<file path="src/rtl/computer_pkg.sv">
// computer_pkg: shared UART FSM states, 7-segment digit table and baud helper
// for the computer_soc serial display node.
package computer_pkg;

    typedef enum logic [1:0] {S_IDLE, S_START, S_DATA, S_STOP} uart_state_t;

    // Active-low {g,f,e,d,c,b,a}; element n holds the code for digit n.
    localparam logic [9:0][6:0] SEG_TABLE = {
        7'b0010000, 7'b0000000, 7'b1111000, 7'b0000010, 7'b0010010,
        7'b0011001, 7'b0110000, 7'b0100100, 7'b1111001, 7'b1000000
    };

    function automatic int clks_per_bit(input int clock_hz, input int baud_rate);
        return clock_hz / baud_rate;
    endfunction

    function automatic logic [6:0] seg7(input logic [3:0] digit);
        return (digit > 4'd9) ? 7'h7f : SEG_TABLE[digit];
    endfunction

endpackage

</file>
<file path="src/rtl/computer_soc_uart_rx.sv">
// uart_rx: 8N1 receiver with input synchronizer, mid-bit sampling and a
// one-clock valid pulse for frames whose stop bit is high.
module uart_rx
    import computer_pkg::*;
#(
    parameter int CLKS_PER_BIT = 434
) (
    input  logic       clk,
    input  logic       rst,
    input  logic       rx,
    output logic [7:0] data,
    output logic       valid
);

    localparam int CW = $clog2(CLKS_PER_BIT);
    localparam logic [CW-1:0] LAST = CW'(CLKS_PER_BIT - 1);
    localparam logic [CW-1:0] HALF = CW'(CLKS_PER_BIT / 2 - 1);

    uart_state_t   r_state;
    logic [1:0]    r_sync;
    logic [CW-1:0] r_cnt;
    logic [2:0]    r_bit;
    logic [7:0]    r_shift;
    logic          r_armed;
    logic          w_rx;

    assign w_rx = r_sync[1];

    // r_armed needs the line seen high before a start is accepted, so a stuck-low
    // line or a reset released mid-frame cannot spawn repeated frames.
    always_ff @(posedge clk or posedge rst) begin
        if (rst) begin
            r_sync  <= 2'b00;
            r_state <= S_IDLE;
            r_cnt   <= '0;
            r_bit   <= '0;
            r_shift <= '0;
            r_armed <= 1'b0;
            data    <= '0;
            valid   <= 1'b0;
        end else begin
            r_sync <= {r_sync[0], rx};
            valid  <= 1'b0;
            case (r_state)
                S_IDLE: begin
                    r_cnt   <= '0;
                    r_armed <= r_armed | w_rx;
                    if (!w_rx && r_armed) r_state <= S_START;
                end
                S_START: begin
                    r_cnt <= r_cnt + 1'b1;
                    if (r_cnt == HALF) begin
                        r_cnt   <= '0;
                        r_bit   <= '0;
                        r_state <= w_rx ? S_IDLE : S_DATA;
                    end
                end
                S_DATA: begin
                    r_cnt <= r_cnt + 1'b1;
                    if (r_cnt == LAST) begin
                        r_cnt   <= '0;
                        r_shift <= {w_rx, r_shift[7:1]};
                        r_bit   <= r_bit + 1'b1;
                        if (r_bit == 3'd7) r_state <= S_STOP;
                    end
                end
                S_STOP: begin
                    r_cnt <= r_cnt + 1'b1;
                    if (r_cnt == LAST) begin
                        valid   <= w_rx;
                        r_armed <= w_rx;
                        r_state <= S_IDLE;
                        if (w_rx) data <= r_shift;
                    end
                end
                default: r_state <= S_IDLE;
            endcase
        end
    end

endmodule

</file>
<file path="src/rtl/computer_soc.sv">
// computer_soc: UART byte receiver that echoes good bytes on tx and shows the last
// one as three decimal 7-segment digits plus its low nibble on LEDs.
module computer_soc
    import computer_pkg::*;
#(
    parameter int CLOCK_HZ  = 50_000_000,
    parameter int BAUD_RATE = 115200
) (
    input  logic       clk,
    input  logic       rst,
    input  logic       rx,
    output logic       tx,
    output logic [3:0] led_out_data,
    output logic [6:0] seg_out_1,
    output logic [6:0] seg_out_2,
    output logic [6:0] seg_out_3
);

    localparam int CLKS_PER_BIT = clks_per_bit(CLOCK_HZ, BAUD_RATE);
    localparam int CW = $clog2(CLKS_PER_BIT);
    localparam logic [CW-1:0] LAST = CW'(CLKS_PER_BIT - 1);

    logic [7:0]    w_data;
    logic          w_valid;
    logic [7:0]    r_data;
    uart_state_t   r_tx_state;
    logic [CW-1:0] r_tx_cnt;
    logic [2:0]    r_tx_bit;
    logic [7:0]    r_tx_shift;
    logic [7:0]    r_pend;
    logic          r_pend_valid;
    logic          r_tx;
    logic          w_tx_free;
    logic          w_load;
    logic [7:0]    w_load_byte;

    uart_rx #(.CLKS_PER_BIT(CLKS_PER_BIT)) u_rx (
        .clk  (clk),
        .rst  (rst),
        .rx   (rx),
        .data (w_data),
        .valid(w_valid)
    );

    always_ff @(posedge clk or posedge rst) begin
        if (rst) r_data <= '0;
        else if (w_valid) r_data <= w_data;
    end

    assign led_out_data = r_data[3:0];
    assign seg_out_3    = seg7(4'(r_data / 8'd100));
    assign seg_out_2    = seg7(4'((r_data % 8'd100) / 8'd10));
    assign seg_out_1    = seg7(4'(r_data % 8'd10));

    // The last stop-bit cycle counts as free, so a byte arriving then starts at once.
    assign w_tx_free   = (r_tx_state == S_IDLE) || (r_tx_state == S_STOP && r_tx_cnt == LAST);
    assign w_load      = w_tx_free && (w_valid || r_pend_valid);
    assign w_load_byte = w_valid ? w_data : r_pend;
    assign tx          = r_tx;

    always_ff @(posedge clk or posedge rst) begin
        if (rst) begin
            r_tx_state   <= S_IDLE;
            r_tx_cnt     <= '0;
            r_tx_bit     <= '0;
            r_tx_shift   <= '0;
            r_pend       <= '0;
            r_pend_valid <= 1'b0;
            r_tx         <= 1'b1;
        end else begin
            if (w_valid && !w_tx_free) begin
                r_pend       <= w_data;
                r_pend_valid <= 1'b1;
            end else if (w_load) begin
                r_pend_valid <= 1'b0;
            end
            if (w_load) begin
                r_tx_state <= S_START;
                r_tx_cnt   <= '0;
                r_tx_shift <= w_load_byte;
                r_tx       <= 1'b0;
            end else begin
                case (r_tx_state)
                    S_IDLE: r_tx <= 1'b1;
                    S_START: begin
                        r_tx_cnt <= r_tx_cnt + 1'b1;
                        if (r_tx_cnt == LAST) begin
                            r_tx_cnt   <= '0;
                            r_tx_bit   <= '0;
                            r_tx       <= r_tx_shift[0];
                            r_tx_state <= S_DATA;
                        end
                    end
                    S_DATA: begin
                        r_tx_cnt <= r_tx_cnt + 1'b1;
                        if (r_tx_cnt == LAST) begin
                            r_tx_cnt <= '0;
                            if (r_tx_bit == 3'd7) begin
                                r_tx       <= 1'b1;
                                r_tx_state <= S_STOP;
                            end else begin
                                r_tx_bit   <= r_tx_bit + 1'b1;
                                r_tx_shift <= {1'b0, r_tx_shift[7:1]};
                                r_tx       <= r_tx_shift[1];
                            end
                        end
                    end
                    S_STOP: begin
                        r_tx_cnt <= r_tx_cnt + 1'b1;
                        if (r_tx_cnt == LAST) r_tx_state <= S_IDLE;
                    end
                    default: r_tx_state <= S_IDLE;
                endcase
            end
        end
    end

endmodule

</file>
<file path="config.mk">
export PLATFORM = sky130hd
export DESIGN_NAME = computer_soc
export DESIGN_NICKNAME = d
export VERILOG_FILES = /design/src/rtl/computer_pkg.sv /design/src/rtl/computer_soc_uart_rx.sv /design/src/rtl/computer_soc.sv
export SDC_FILE = /design/constraint.sdc
export NUM_CORES = 1
export LEC_CHECK = 0
export ABC_AREA = 1
export BUFFER_PORTS_ARGS = -buffer_cell sky130_fd_sc_hd__buf_4
export CAP_MARGIN = 20
export CORE_ASPECT_RATIO = 0.75
export CORE_UTILIZATION = 63
export CTS_CLUSTER_DIAMETER = 60
export DETAILED_ROUTE_END_ITERATION = 12
export GPL_TIMING_DRIVEN = 0
export PLACE_DENSITY = 0.82
export SLEW_MARGIN = 20
export SYNTH_ARGS = -nofsm -noshare
export SYNTH_HDL_FRONTEND = slang
export SYNTH_HIERARCHICAL = 1
export SYNTH_SLANG_ARGS = --single-unit
</file>
<file path="constraint.sdc">
create_clock -name clk -period 6.55 [get_ports clk]
set_clock_uncertainty 0.15 [all_clocks]
set_input_delay 1.6375 -clock clk [delete_from_list [all_inputs] [get_ports clk]]
set_output_delay 1.6375 -clock clk [all_outputs]
set_load 0.02 [all_outputs]
</file>
* After elaboration in Yosys (flattened, before gate mapping)
Memory sizes are Yosys's and may differ from the RTL's.
Cells that the tools add are included.
** Word-level totals
- Input bits :: 3
- Logic and storage cells :: 136
- Memory bits (read-only) :: 336
- Memories kept :: 3
- Bits in registers :: 74
- Output and inout port bits :: 26
** Operators by class
- Multiplexer cells :: 48
- Divide/modulo/power cells :: 4
- Add/subtract/negate cells :: 4
- Reductions and logical operators :: 29
- Magnitude comparators :: 6
- Bitwise logic cells :: 2
- Eq/ne operators :: 24
** Memory list
- (name not given) :: depth 16, bits a word 7, rd ports 1, clocked after memory_dff 0, wr ports 0, line computer_pkg.sv:18 : return (digit > 4'd9) ? 7'h7f : SEG_TABLE[digit];
- (name not given) :: depth 16, bits a word 7, rd ports 1, clocked after memory_dff 0, wr ports 0, line computer_pkg.sv:18
- (name not given) :: depth 16, bits a word 7, rd ports 1, clocked after memory_dff 0, wr ports 0, line computer_pkg.sv:18
** Operators by type and width (count)
- 7-bit two-way mux :: 6
- 8-bit two-way mux :: 5
- 9-bit two-way mux :: 4
- 9-bit case mux with 4 select lines :: 1
- 2-bit two-way mux :: 11
- 9-bit by 1-bit adder with 9-bit output (second input constant) :: 2
- 9-bit == test (second input constant) :: 2
- 9-bit case mux with 2 select lines :: 1
- 4-bit by 5-bit less-than comparator with 1-bit output (second input constant) :: 3
- 3-bit two-way mux :: 5
- 5-bit AND reduction :: 3
- 4-bit > comparator (second input constant) :: 3
- 3-bit case mux with 2 select lines :: 2
- 3-bit AND reduction :: 4
- 2-bit nonzero test :: 6
- 2-bit by 1-bit inequality test with 1-bit output (second input constant) :: 5
- 9-bit by 8-bit == test with 1-bit output (second input constant) :: 1
- 1-bit two-way mux :: 9
- 3-bit inequality test (second input constant) :: 3
- 8-bit by 4-bit divider with 8-bit output (second input constant) :: 1
- 8-bit by 7-bit divider with 8-bit output (second input constant) :: 1
- 2-bit == test (second input constant) :: 4
- 8-bit by 4-bit remainder unit with 8-bit output (second input constant) :: 1
- 8-bit by 7-bit remainder unit with 8-bit output (second input constant) :: 1
- other kinds (19) :: 33

* Depth between registers and ports, before layout
Gate-level depths: netlist of the first run.
- Depth in word-level cells :: 6
- Gate-level depth with buffers :: 26

* Hierarchy
Netlist of the first run, hierarchy kept.
** By module, submodules not included
- computer_soc :: times used 1, cells each 450, area each 3241.9 um^2, sequential area each 1002.2 um^2
- uart_rx :: times used 1, cells each 183, area each 1620.3 um^2, sequential area each 850.8 um^2

* Least setup slack after synthesis of the first run
Ideal clock, no wire load.
- Kind :: flip-flop to output port
- Start :: register r_data[3]
- End :: output port seg_out_2[0]
- Arrival time :: 3015 ps
- Data required time :: 4762 ps
- Stages on the path, launching flop included :: 24
- Path slack :: 1748 ps
- Cell sequence :: dfrtp_1 inv_2 a21oi_4 nand2_2 nand2_1 inv_2 nand2_2 nand2_4 nand2_4 nand2_2 nand2_4 nand2_1 nand3_2 nand2_2 nand2_1 nand2_1 nand2_1 nand2_1 nand2_1 inv_1 ha_1 or3_1 clkbuf_1 o21ai_0
** Between the ends
- Longest elaborated chain between the ends :: 5
- Elaborated cells between the ends (all ways) :: 6
- Classes of those cells :: 2 x div; 1 x order compare; 2 x mux; 1 x memory
** Ends and longest elaborated chain
- start, declared :: line computer_soc.sv:25 : logic [7:0] r_data;
- start signal, assigned :: line computer_soc.sv:47 : else if (w_valid) r_data <= w_data;
- 8-bit by 7-bit remainder unit with 8-bit output * :: line computer_soc.sv:52 : assign seg_out_2 = seg7(4'((r_data % 8'd100) / 8'd10));
- 8-bit by 4-bit divider with 8-bit output * :: line computer_soc.sv:52
- memory read 16 x 7 bit
- 7-bit two-way mux (implied by the code) :: line computer_pkg.sv:18
- 7-bit two-way mux * :: line computer_pkg.sv:18
- end, declared :: line computer_soc.sv:15 : output logic [6:0] seg_out_2,
Every way passes the cells marked *; elsewhere a longest branch is shown, timed or not. The select of a mux whose other input is x is not followed.

* Worst setup path after layout of the first run
- Start :: register r_data[4]
- End :: output port seg_out_2[3]
Same word-level chain as after synthesis.

==> flow_metrics.env, run 1 <==
export IMPL_grt_usage_pct=27.2
export IMPL_max_freq_mhz=183
export IMPL_cts_tree="done"
export IMPL_dieArea_um2=8080
export IMPL_synth_top_flop_cell="dfrtp_1"
export IMPL_worst_pin_slew_ns=0.696
export IMPL_hpwl_um=7610
export IMPL_first_global_vias=3997
export IMPL_core_area_um2=7400
export IMPL_grt_max_degree=35
export IMPL_ant_nets=0
export IMPL_n_fill_cell=555
export IMPL_finalSetupViolCount=0
export IMPL_ir_drop_uv=162
export IMPL_power_total_mw=0.976
export IMPL_max_stage_delay_ns=0.37
export IMPL_wirelength_um=10100
export IMPL_portBuffers=27
export IMPL_maxCapViolCount=0
export IMPL_avgViaCountPerCell=5.47
export IMPL_num_antenna_cells=0
export IMPL_insertion_delay_ns=0.35
export IMPL_rows=27
export IMPL_cts_root_buf="clkbuf_8"
export IMPL_avgRoutedWirePerCell_um=13.0
export IMPL_synth_warnings=6
export IMPL_yosysSeqAreaShare_pct=38.1
export IMPL_end_kind="output port"
export IMPL_synth_edff_count=0
export IMPL_hold_class="flop to flop"
export IMPL_syn_num_nets=662
export IMPL_slew_viol_final=0
export IMPL_clock_sinks=74
export IMPL_postSynthRegisterBits=74
export IMPL_num_vias=4255
export IMPL_grt_pass1_wl_um=17300
export IMPL_ios=29
export IMPL_min_period_ns=5.48
export IMPL_hold_viol=0
export IMPL_final_cells=778
export IMPL_relSlewSlack_pct=53.6
export IMPL_min_from="u_rx/r_sync[0]"
export IMPL_cp_top_family="simple AND/OR/NAND/NOR gates"
export IMPL_drt_iter0_drc=326
export IMPL_dieHeight_um=78.1
export IMPL_netlist_instances=633
export IMPL_final_util_pct=73.1
export IMPL_syn_to_final_growth_pct=11.2
export IMPL_clkSlewWorstSetupHoldPaths_ns=0.09
export IMPL_worstPathCellList="buf_4, nor2_2, a21oi_4, nand2_2, nand2_1, inv_2, nand2_2, nand2_4, nand2_4, inv_4, nand2_1, nand2_2, nand3_2, nand2_2, nand2_1, nand3_1, nand2_1, nand2_1, inv_1, ha_1, or3_1, clkbuf_1, o21ai_0, buf_4"
export IMPL_fin_tns_setup_ns=0
export IMPL_start_util_pct=65.7
export IMPL_critPathBufInv=6
export IMPL_post_place_cells=762
export IMPL_antenna_found_initial=0
export IMPL_h_tree_depth=3
export IMPL_dieWidth_um=103
export IMPL_grt_overflow=0
export IMPL_post_cts_buffers=0
export IMPL_first_pass_iters=5
export IMPL_r2r_start="r_tx_cnt[1]"
export IMPL_path_common_cell="nand2_1"
export IMPL_cts_buffers=9
export IMPL_clock_path_buffers=2
export IMPL_holdBufCountCts=0
export IMPL_critPathRequiredTime_ns=4.76
export IMPL_crit_type="flop to output port"
export IMPL_ys_types=51
export IMPL_p_leak_nw=2.95
export IMPL_critPathLaunch="r_data[4]"
export IMPL_min_period_over_period_pct=83.7
export IMPL_rsz0062_at_grt="no"
export IMPL_cp_max_fo=9
export IMPL_drc=0
export IMPL_start_kind="flop"
export IMPL_async_flop_share_pct=100
export IMPL_gp_congestion=0.807
export IMPL_outcome="completed"
export IMPL_cts_resized=0
export IMPL_avgSynthCellArea_um2=7.68
export IMPL_cp_slowest_cell="or3_1"
export IMPL_drive_gt1_share_pct=19.4
export IMPL_powerDensity_nw_per_um2=181
export IMPL_post_synth_instance_area_um2=4860
export IMPL_nNetsFinal=701
export IMPL_cp_arrival_ns=3.69
## layout by cell type (no fill, tap or decap), types with 4 or more instances in the layout
master,count
buf_4,36
nor3_1,10
a31oi_1,10
dfrtp_1,73
xor2_1,5
clkbuf_8,10
inv_1,63
nand2_2,18
o21ai_0,32
inv_2,15
nor2_1,30
nand4_1,11
nand3_1,44
nand3_2,8
a21oi_1,23
mux2_2,8
ha_1,26
clkbuf_1,6
o21ai_2,5
nand2_4,4
nand2_1,183
## power by group
group / switching, mW / internal [mW] / total, mW
Clock: 0.182 / 0.152 / 0.335
Sequential: 0.0225 / 0.475 / 0.498
Combinational: 0.0912 / 0.0526 / 0.144
## layer usage
| layer | track usage, % | vias to the layer above | wire (um) |
|---|---|---|---|
| met4 | 5.92 | 0 | 61 |
| met2 | 44.8 | 87 | 4850 |
| met3 | 5.52 | 12 | 412 |
| met5 | 0 | - | 0 |
| met1 | 37.0 | 2016 | 4810 |
| li1 | - | 2140 | - |
## worst paths after layout
check | end | slack, ns | cells past startpoint
max | seg_out_2[3] | 1.07 | 24
min | u_rx/r_sync[1] | 0.21 | 0
max reg2reg | r_tx_cnt[3] | 3.82 | 13
min reg2reg | u_rx/r_sync[1] | 0.21 | 0
max in group asynchronous | u_rx/r_shift[2] | 4.54 | 2
min in group asynchronous | r_tx_cnt[2] | 1.15 | 2
## through the flow
| stage | setup slack (ns) | cell area, um^2 | hold slack (ns) |
|---|---|---|---|
| 3_5_place_dp | 1.47 | 5220 | 0.190 |
| 5_1_grt | 0.721 | 5410 | 0.212 |
| 4_1_cts | 1.08 | 5410 | 0.210 |
| 3_3_place_gp | 1.60 | 5190 | 0.186 |
| 2_1_floorplan | 1.75 | 4860 | 0.181 |
| 6_report | 1.07 | 5410 | 0.206 |
## cell type report
| cell class | count | area [um^2] | area share, % |
|---|---|---|---|
| Clock buffer | 10 | 138 | 2.55 |
| Tap cell | 101 | 126 | 2.34 |
| Inverter | 82 | 310 | 5.74 |
| Sequential cell | 74 | 1850 | 34.3 |
| Timing Repair Buffer | 28 | 230 | 4.26 |
| Multi-Input combinational cell | 459 | 2580 | 47.7 |
| Buffer | 18 | 118 | 2.18 |
| Clock inverter | 6 | 50.0 | 0.926 |
## cell families after synthesis
family | count (synthesis) | synth area share [%]
simple gates | 327 | 31.9
buf+inv | 100 | 8.80
compound gates | 89 | 11.1
flops | 74 | 38.1
fa+ha+maj | 26 | 6.69
xor+xnor | 8 | 1.44
mux | 8 | 1.85
other cells | 1 | 0.0771
## synth_stat cells (all sizes together) (5+ instances only)
cell type	number	area share, %
xor2	5	0.90
a21oi	26	3.2
nor2	35	3.2
clkbuf	6	0.46
nand3	53	6.5
nor3	10	1.0
dfrtp	73	38
buf	12	2.0
a31oi	10	1.3
inv	79	6.2
nand2	206	18
ha	26	6.7
nand4	12	1.7
o21ai	40	4.5
mux2	8	1.9
## flip-flops by register name (all words and copies together), names as in the netlist, named ones only
register,cells
u_rx/r_state,1
tx,1
r_tx_cnt,9
u_rx/r_shift,8
u_rx/r_cnt,9
u_rx/valid,1
u_rx/r_armed,1
r_tx_state,2
r_data,8
u_rx/r_sync,2
u_rx/data,8
r_tx_bit,3
r_pend_valid,1
r_tx_shift,8
r_pend,8
u_rx/r_bit,3
Note: power is estimated with default switching activity, not from simulation.
==> inputs of run 2 (changes only) <==
--- a/config.mk
+++ b/config.mk
@@ -9,11 +9,11 @@
 export BUFFER_PORTS_ARGS = -buffer_cell sky130_fd_sc_hd__buf_4
 export CAP_MARGIN = 20
 export CORE_ASPECT_RATIO = 0.75
-export CORE_UTILIZATION = 63
+export CORE_UTILIZATION = 56
 export CTS_CLUSTER_DIAMETER = 60
 export DETAILED_ROUTE_END_ITERATION = 12
 export GPL_TIMING_DRIVEN = 0
-export PLACE_DENSITY = 0.82
+export PLACE_DENSITY = 0.77
 export SLEW_MARGIN = 20
 export SYNTH_ARGS = -nofsm -noshare
 export SYNTH_HDL_FRONTEND = slang
==> constraint.sdc (replaced) <==
create_clock -name clk -period 4.6 [get_ports clk]
set_clock_uncertainty 0.15 [all_clocks]
set_input_delay 1.15 -clock clk [delete_from_list [all_inputs] [get_ports clk]]
set_output_delay 1.15 -clock clk [all_outputs]
set_load 0.02 [all_outputs]
==> flow_metrics.env, run 2 (same netlist as run 1, synthesis figures left out) <==
export IMPL_outcome="complete, but fails checks"
export IMPL_violations="setup timing"
export IMPL_insertion_delay_ns=0.33
export IMPL_max_freq_mhz=213
export IMPL_most_common_layout_cells="nand2_1, dfrtp_1, inv_1"
export IMPL_h_tree_depth=3
export IMPL_holdPathStages=0
export IMPL_clock_path_buffers=2
export IMPL_grt_overflow=0
export IMPL_critPathRequiredTime_ns=3.30
export IMPL_min_from="u_rx/r_sync[0]"
export IMPL_crit_type="flop to output port"
export IMPL_min_period_ns=4.68
export IMPL_grt_max_degree=35
export IMPL_ir_drop_uv=250
export IMPL_power_total_mw=1.62
export IMPL_p_sw_share_pct=26.5
export IMPL_finalSetupViolCount=7
export IMPL_avgViaCountPerCell=5.47
export IMPL_avgRoutedWirePerCell_um=13.4
export IMPL_rsz0062_at_grt="yes"
export IMPL_clock_sinks=74
export IMPL_final_util_pct=70.9
export IMPL_syn_to_final_growth_pct=23.3
export IMPL_dieWidth_um=110
export IMPL_final_cells=805
export IMPL_slew_viol_final=0
export IMPL_first_global_vias=3989
export IMPL_powerDensity_nw_per_um2=271
export IMPL_clkSlewWorstSetupHoldPaths_ns=0.06
export IMPL_dieArea_um2=9060
export IMPL_hold_worst_slack_ns=0.209
export IMPL_fin_ws_ns=-0.0845
export IMPL_cts_buffers=9
export IMPL_cts_tree="done"
export IMPL_p_switching_mw=0.430
export IMPL_hpwl_um=7360
export IMPL_worst_pin_slew_ns=0.698
export IMPL_nNetsFinal=721
export IMPL_r2r_start="r_tx_cnt[1]"
export IMPL_relSlewSlack_pct=53.4
export IMPL_maxCapViolCount=0
export IMPL_num_vias=4406
export IMPL_end_kind="output port"
export IMPL_start_kind="flop"
export IMPL_ios=29
export IMPL_antenna_found_initial=0
export IMPL_min_to="u_rx/r_sync[1]"
export IMPL_num_antenna_cells=0
export IMPL_grt_usage_pct=24.4
export IMPL_rows=29
export IMPL_cts_root_buf="clkbuf_16"
export IMPL_p_leak_nw=3.16
export IMPL_seq_power_share_pct=43.7
export IMPL_rrSetupSlack_ns=1.82
export IMPL_gp_congestion=0.848
export IMPL_dieHeight_um=82.7
export IMPL_min_period_over_period_pct=102
export IMPL_portBuffers=27
export IMPL_hold_class="flop to flop"
export IMPL_first_pass_iters=5
export IMPL_cp_max_fo=7
export IMPL_timing_rr_end="r_tx_cnt[3]"
export IMPL_grt_pass1_wl_um=17300
export IMPL_holdBufCountCts=0
export IMPL_drive_gt1_share_pct=28.3
export IMPL_p_clk_share_pct=43.8
export IMPL_internal_power_mw=1.19
export IMPL_hold_viol=0
export IMPL_r2r_cells=13
export IMPL_cp_arrival_ns=3.38
export IMPL_drt_iter0_drc=369
export IMPL_post_place_ws_ns=-0.0362
export IMPL_drc=0
export IMPL_wirelength_um=10800
export IMPL_reg_top3="r_tx_cnt: 9 flops, u_rx/r_cnt: 9 flops"
export IMPL_post_place_cells=769
export IMPL_final_common_cell="nand2_1"
export IMPL_start_util_pct=57.5
export IMPL_core_area_um2=8450
export IMPL_ant_nets=0
export IMPL_power_frac_comb_pct=12.5
run 2: cell count changes in the layout (fill, tap and decap cells not counted), moves of 4 or more:
cell	delta
clkbuf_8	-9
buf_4	+14
dfrtp_1	-4
dfrtp_2	+4
nand2_4	+7
nand3_4	+5
buf_6	+5
clkbuf_16	+9
nand2_1	-23
nand3_1	-4
nand2_2	+15
run 2: timing repair:
item                       in CTS  in global routing
buffers inserted                8                 12
setup endpoints to repair      14                 14
gates resized for setup        18                 62
gates cloned                    0                  1
pin swaps                       9                 22
run 2: critical path: stages, from the launching register on:
cell and delay (ns):
dfrtp_2 0.44, nand2_2 0.10, buf_4 0.15, a21oi_4 0.13, nand2_2 0.10, buf_4 0.15, nand4_1 0.11, nand2_2 0.10
nand2_2 0.12, nand2_2 0.07, o21ai_4 0.11, nand2_2 0.09, nand2_2 0.08, nand2_1 0.05, nand2_1 0.05, nand2_1 0.05
nand2_1 0.05, nand2_1 0.06, nand2_2 0.08, inv_2 0.06, ha_2 0.18, or3_4 0.43, o211ai_1 0.12, buf_4 0.17
run 2: layout make-up:
type                            instances  area, um^2
Clock buffer                           10         239
Clock inverter                          6        73.8
Tap cell                              108         135
Inverter                               82         324
Sequential cell                        74        1860
Fill cell                             576        2460
Multi-Input combinational cell        460        2850
Buffer                                 17         118
Timing Repair Buffer                   48         400
run 2: worst max-delay path by stage:
stage / from / endpoint / slack [ns]
finish: r_data[6] / seg_out_2[4] / -0.08
global route: r_data[5] / seg_out_2[4] / -0.26
CTS: r_data[5] / seg_out_1[4] / 0.009
detailed placement: r_data[3] / seg_out_2[4] / -0.04
global placement: r_data[3] / seg_out_2[4] / 0.12
floorplan: r_data[3] / seg_out_2[0] / 0.29
run 2: power by group through the flow:
stage / logic (mW) / clock network [mW] / registers [mW]
after global placement: 0.196 / 0 / 0.720
after floorplan: 0.166 / 0 / 0.715
final: 0.202 / 0.711 / 0.710
after CTS: 0.207 / 0.729 / 0.709
after detailed placement: 0.206 / 0 / 0.720
after global routing: 0.237 / 0.753 / 0.713
run 2: per-layer routing:
| metal | vias to the layer above | track usage [%] | part of all wire [%] |
|---|---|---|---|
| li1 | 2192 | - | - |
| met3 | 23 | 4.71 | 4.2 |
| met2 | 115 | 43.8 | 50 |
| met1 | 2076 | 30.0 | 44 |
| met5 | - | 0 | 0 |
| met4 | 0 | 7.20 | 1.6 |
run 2: metrics by stage:
stage          cell area [um^2]  TNS [ns]
2_1_floorplan              4860         0
3_3_place_gp               5200         0
3_5_place_dp               5220    -0.103
4_1_cts                    5660         0
5_1_grt                    6000     -2.08
6_report                   6000    -0.260
